`config.mk`:
```
export PLATFORM = sky130hd
export DESIGN_NAME = page_table_walker
export DESIGN_NICKNAME = d
export VERILOG_FILES = /design/src/rtl/page_table_walker_pkg.sv /design/src/rtl/page_table_walker.sv
export SDC_FILE = /design/constraint.sdc
export NUM_CORES = 1
export LEC_CHECK = 0
export CAP_MARGIN = 20
export CELL_PAD_IN_SITES_DETAIL_PLACEMENT = 1
export CELL_PAD_IN_SITES_GLOBAL_PLACEMENT = 1
export CORE_ASPECT_RATIO = 0.6
export CORE_MARGIN = 4
export CORE_UTILIZATION = 36
export CTS_CLUSTER_SIZE = 10
export DETAILED_ROUTE_END_ITERATION = 10
export PLACE_DENSITY_LB_ADDON = 0.1
export SYNTH_ARGS = -nofsm -noshare
export SYNTH_HDL_FRONTEND = slang
export SYNTH_SLANG_ARGS = --single-unit
```
`constraint.sdc`:
```
create_clock -name clk_in -period 6.29 [get_ports clk_in]
set_clock_uncertainty 0.05 [all_clocks]
set_input_delay 0.9435 -clock clk_in [delete_from_list [all_inputs] [get_ports clk_in]]
set_output_delay 0.9435 -clock clk_in [all_outputs]
set_load 0.01 [all_outputs]
```
`src/rtl/page_table_walker_pkg.sv`:
```
// Shared MMU/PTW types: exception codes, walker state encoding, the PTE
// layout and the PTE classification function (also meant for a TLB fill path).
package page_table_walker_pkg;

  localparam int PTE_W = 32;
  localparam int PPN_W = PTE_W - 10;

  typedef enum logic [1:0] {
    MMU_EXC_NONE       = 2'd0,
    MMU_EXC_PAGE_FAULT = 2'd1,
    MMU_EXC_PERM_FAULT = 2'd2
  } mmu_exception_e;

  typedef enum logic [1:0] {IDLE, REQ, WAIT, DONE} ptw_state_e;

  typedef struct packed {
    logic [PPN_W-1:0] ppn;
    logic [5:0]       rsvd;
    logic             x;
    logic             w;
    logic             r;
    logic             v;
  } pte_t;

  typedef enum logic [1:0] {
    PTE_NEXT,        // pointer to next-level table
    PTE_LEAF,        // usable leaf translation
    PTE_PAGE_FAULT,
    PTE_PERM_FAULT
  } pte_class_e;

  // last_level: PTE came from the level-0 table. pfn_bits: width of a
  // physical PFN; any PPN bit above it cannot address real memory.
  function automatic pte_class_e pte_classify(pte_t pte, logic last_level,
                                              logic is_write, int pfn_bits);
    logic ppn_ovf;
    ppn_ovf = (pte.ppn >> pfn_bits) != '0;
    if (!pte.v || (pte.w && !pte.r))    return PTE_PAGE_FAULT;
    if (!pte.r && !pte.x) begin
      // pointer: the next table must exist and be addressable
      if (last_level || ppn_ovf)        return PTE_PAGE_FAULT;
      return PTE_NEXT;
    end
    // superpages are not supported: leaves only at level 0
    if (!last_level || ppn_ovf)         return PTE_PAGE_FAULT;
    if (is_write && !pte.w)             return PTE_PERM_FAULT;
    return PTE_LEAF;
  endfunction

endpackage

```
`src/rtl/page_table_walker.sv`:
```
// Hardware page-table walker. Accepts one VPN at a time from the MMU, reads
// one PTE per level from physical memory and returns a PFN or an exception.
// Ports:
//   clk_in, rst_n_in                      clock, async active-low reset
//   req_valid_in/req_ready_out            walk request (vpn, write, root pfn)
//   mem_req_valid_out/mem_req_ready_in    PTE read request, byte address
//   mem_resp_valid_in/mem_resp_data_in    PTE read data (no backpressure)
//   resp_valid_out/resp_ready_in          walk result: pfn + exception
module page_table_walker
  import page_table_walker_pkg::*;
#(
  parameter int PHYS_MEM_SIZE = 18,
  parameter int PAGESIZE      = 12,
  parameter int VADDR_SIZE    = 48,
  parameter int LEVELS        = 4,
  parameter int PTE_WIDTH     = 32
) (
  input  logic                              clk_in,
  input  logic                              rst_n_in,
  input  logic                              req_valid_in,
  output logic                              req_ready_out,
  input  logic [VADDR_SIZE-PAGESIZE-1:0]    req_vpn_in,
  input  logic                              req_write_in,
  input  logic [PHYS_MEM_SIZE-PAGESIZE-1:0] root_pfn_in,
  output logic                              mem_req_valid_out,
  input  logic                              mem_req_ready_in,
  output logic [PHYS_MEM_SIZE-1:0]          mem_req_addr_out,
  input  logic                              mem_resp_valid_in,
  input  logic [PTE_WIDTH-1:0]              mem_resp_data_in,
  output logic                              resp_valid_out,
  input  logic                              resp_ready_in,
  output logic [PHYS_MEM_SIZE-PAGESIZE-1:0] resp_pfn_out,
  output mmu_exception_e                    resp_exception_out
);

  localparam int VPN_W    = VADDR_SIZE - PAGESIZE;
  localparam int PFN_W    = PHYS_MEM_SIZE - PAGESIZE;
  localparam int IDX_BITS = VPN_W / LEVELS;
  localparam int LVL_W    = (LEVELS > 1) ? $clog2(LEVELS) : 1;

  if (VPN_W % LEVELS != 0)          begin : g_bad_levels $error("VPN width not divisible by LEVELS"); end
  if (IDX_BITS + 2 > PAGESIZE)      begin : g_bad_idx    $error("table index does not fit in a page"); end
  if (PTE_WIDTH - 10 < PFN_W)       begin : g_bad_ppn    $error("PTE PPN field narrower than PFN"); end
  if (PTE_WIDTH != $bits(pte_t))    begin : g_bad_pte    $error("PTE_WIDTH must match pte_t"); end

  ptw_state_e     state, state_n;
  logic [LVL_W-1:0] level, level_n;
  logic [VPN_W-1:0] vpn, vpn_n;
  logic             write, write_n;
  logic [PFN_W-1:0] cur_pfn, cur_pfn_n, pfn_n;
  mmu_exception_e   exc_n;
  logic [IDX_BITS-1:0] idx;
  pte_t             pte;
  pte_class_e       cls;

  assign idx = vpn[level*IDX_BITS +: IDX_BITS];
  assign pte = pte_t'(mem_resp_data_in);
  assign cls = pte_classify(pte, level == '0, write, PFN_W);

  assign req_ready_out     = (state == IDLE);
  assign mem_req_valid_out = (state == REQ);
  assign resp_valid_out    = (state == DONE);
  assign mem_req_addr_out  = (PHYS_MEM_SIZE'(cur_pfn) << PAGESIZE) |
                             (PHYS_MEM_SIZE'(idx) << 2);

  always_comb begin
    state_n   = state;
    level_n   = level;
    vpn_n     = vpn;
    write_n   = write;
    cur_pfn_n = cur_pfn;
    pfn_n     = resp_pfn_out;
    exc_n     = resp_exception_out;
    case (state)
      IDLE: if (req_valid_in) begin
        state_n   = REQ;
        vpn_n     = req_vpn_in;
        write_n   = req_write_in;
        cur_pfn_n = root_pfn_in;
        level_n   = LVL_W'(LEVELS - 1);
      end
      REQ:  if (mem_req_ready_in) state_n = WAIT;
      WAIT: if (mem_resp_valid_in) begin
        state_n = DONE;
        pfn_n   = '0;
        case (cls)
          PTE_NEXT: begin
            state_n   = REQ;
            pfn_n     = resp_pfn_out;
            cur_pfn_n = pte.ppn[PFN_W-1:0];
            level_n   = level - 1'b1;
          end
          PTE_LEAF: begin
            pfn_n = pte.ppn[PFN_W-1:0];
            exc_n = MMU_EXC_NONE;
          end
          PTE_PERM_FAULT: exc_n = MMU_EXC_PERM_FAULT;
          default:        exc_n = MMU_EXC_PAGE_FAULT;
        endcase
      end
      DONE: if (resp_ready_in) state_n = IDLE;
      default: state_n = IDLE;
    endcase
  end

  always_ff @(posedge clk_in or negedge rst_n_in) begin
    if (!rst_n_in) begin
      state              <= IDLE;
      level              <= '0;
      vpn                <= '0;
      write              <= 1'b0;
      cur_pfn            <= '0;
      resp_pfn_out       <= '0;
      resp_exception_out <= MMU_EXC_NONE;
    end else begin
      state              <= state_n;
      level              <= level_n;
      vpn                <= vpn_n;
      write              <= write_n;
      cur_pfn            <= cur_pfn_n;
      resp_pfn_out       <= pfn_n;
      resp_exception_out <= exc_n;
    end
  end

endmodule
```
==> run summary <==
Compound-Gate Fraction of Synth Area - 0.0536
Largest net degree at the start of global routing - 56
Gates resized, CTS repair - 0
Crit Path Category - reg2out
Final hold vios - 0
Vias/cell - 5.07
Clock slew at reported path FFs - 0.07 ns
Final core utilization - 0.560
Status - finished clean
Total routed wirelength - 6580 um
Row cnt - 23
Cells after Synth - 177
Grt total ovfl - 0
Fin nets - 359
Clk sinks - 55
Simple-Gate Fraction of Synth Area - 0.0689
Max_cap viols - 0
Total number of vias - 1849
Sequential share of the synthesized area - 0.526
Later-pin clock latency in the skew report - 0.29 ns
Main combinational cell family by area after synthesis - multiplexers
WHS - 0.442 ns
DRC - 0
Post-CTS repair timing setup buffer count - 0
Commonest non-fill, non-tap cells in the layout - clkdlybuf4s50_1, dfrtp_1, mux2_2, mux4_2, a22o_1
Nature of the critical path endpoint - output pin
1st-iter DRT viols - 93
Hold_buf cts - 0
Max clock buf depth - 2
Startpoint Class - flop
Placed Cells - 357
CTS Buf Count - 5
Tmin final - 3.16 ns
Yosys reg bits - 55
Clock root cell - clkbuf_16
Pwr Density - 382 mW/mm^2
Avg Cell Area, Syn - 14.8 um^2
Tot GR Track Use - 0.157
Gp weighted congestion - 0.740
Area Overhead vs Synth - 46.6%
Critical path arrival - 2.17 ns
Adder-Cell Fraction of Synth Area - 0.00478
Post-synth cell types - 39
I/O pin cnt - 110
Detailed placement HPWL - 5000 um
First-pass GRT wire length - 10800 um
Period utilization - 0.503
Pins over their slew limit - 0
Ratio of cells with drive above 1 in the final layout - 0.273
Critical Path Fanout Max - 10
Leak Pwr - 1.59 nW
# port buffers - 100
H-tree depth - 2
Initial antenna violation count - 0
Peak supply drop - 0.000168 V
Final setup viols - 0
CTS tree - yes
Slew @ Worst Pin - 0.927 ns
CORE AREA - 0.00685 mm^2
Commonest non-fill, non-tap cell in the layout - clkdlybuf4s50_1
Die X - 118 um
Die Y - 74.0 um
Post-Syn Area - 0.00262 mm^2
Starting density of the core - 0.382
Avg WL per Cell - 18.0 um
RSZ-0062 raised after global routing - no
Vias in the first global route - 2104
XOR/XNOR Fraction of Synth Area - 0
Post-DRT Antenna Nets - 0
Fmax - 316 MHz
Mux cell area share after synthesis - 0.312
Drt first pass iters - 4
Max-slew headroom - 0.382
Fillers - 709
Yosys warnings - 0
Worst endpoint required time - 5.30 ns
Die ar. - 0.00874 mm^2
Min-Delay Path Class - reg2reg
# diodes - 0
TNS Setup - 0 ns
Filler-free cell count of the finished design - 365
routing by layer:
layer	track usage	wire [um]	vias to the layer above
met5	0	0	-
li1	-	-	855
met2	0.243	2800	64
met3	0.0608	483	7
met4	0.0377	54	0
met1	0.213	3240	923
power breakdown:
| part | internal (mW) | switching [mW] | leakage, nW |
|---|---|---|---|
| sequential | 0.502 | 0.0923 | 0.658 |
| clock | 0.190 | 0.126 | 0.0815 |
| combinational | 0.376 | 0.180 | 0.849 |
| total | 1.07 | 0.398 | 1.59 |
cells by family after synthesis:
group | Yosys count
compound gates | 16
mux | 62
buf+inv | 14
other cells | 1
simple gates | 28
fa+ha+maj | 1
flops | 55
worst max-delay path: stages (launching register included):
cell             delay, ns
dfrtp_1               0.77
mux4_2                0.60
clkdlybuf4s50_1       0.50
cell type report:
class                   count  area [um^2]  area share
well taps                  87          109      0.0284
clock inverters             2         38.8      0.0101
clock buffers               6          129      0.0336
flip-flops and latches     55         1380       0.359
inverters                   4         15.0     0.00392
repair buffers            101         1000       0.262
multi-input cells         110         1160       0.303
synthesized netlist by cell type, drive strengths merged:
library cell	count	share of area
buf	9	0.025
o21ai	1	0.0033
a41oi	1	0.0033
o21a	1	0.0029
and2	3	0.0086
a31o	1	0.0033
a31oi	1	0.0081
and3b	1	0.0048
mux2	49	0.22
dfrtp	55	0.53
nor4b	1	0.0057
clkbuf	1	0.0014
a21oi	3	0.0057
nor2b	1	0.0024
conb	1	0.0014
nand2b	2	0.0048
nand2	1	0.0014
mux2i	4	0.015
nor4	2	0.0072
mux4	9	0.078
and3	3	0.0077
nor2	6	0.0086
nand3	3	0.0057
nand4	1	0.0024
ha	1	0.0048
nor3	4	0.0096
inv	4	0.0057
o2111ai	1	0.0033
a22o	7	0.023
metrics by stage:
step / total power, mW / worst slack [ns] / instance area, um^2
3_3_place_gp: 1.15 / 3.33 / 3670
6_report: 1.47 / 3.13 / 3830
4_1_cts: 1.49 / 3.08 / 3830
5_1_grt: 1.55 / 3.01 / 3830
2_1_floorplan: 0.916 / 4.15 / 2620
3_5_place_dp: 1.16 / 3.35 / 3670
state kept, by name (all words and copies together) (netlist names):
register and count:
vpn 36, state 2, level 2, write 1, cur_pfn 6, resp_pfn_out 6, resp_exception_out 2
final timing paths:
path | from | to | slack [ns] | depth (start not counted)
setup / recovery | level[0] | mem_req_addr_out[3] | 3.13 | 2
hold / removal | vpn[27] | vpn[27] | 0.44 | 1
setup reg to reg | level[0] | cur_pfn[2] | 3.70 | 6
min in group asynchronous | rst_n_in | vpn[26] | 0.73 | 2
hold reg to reg | vpn[27] | vpn[27] | 0.44 | 1
max in group asynchronous | rst_n_in | resp_pfn_out[2] | 5.00 | 2
No activity file was read; power rests on OpenSTA's default activity.
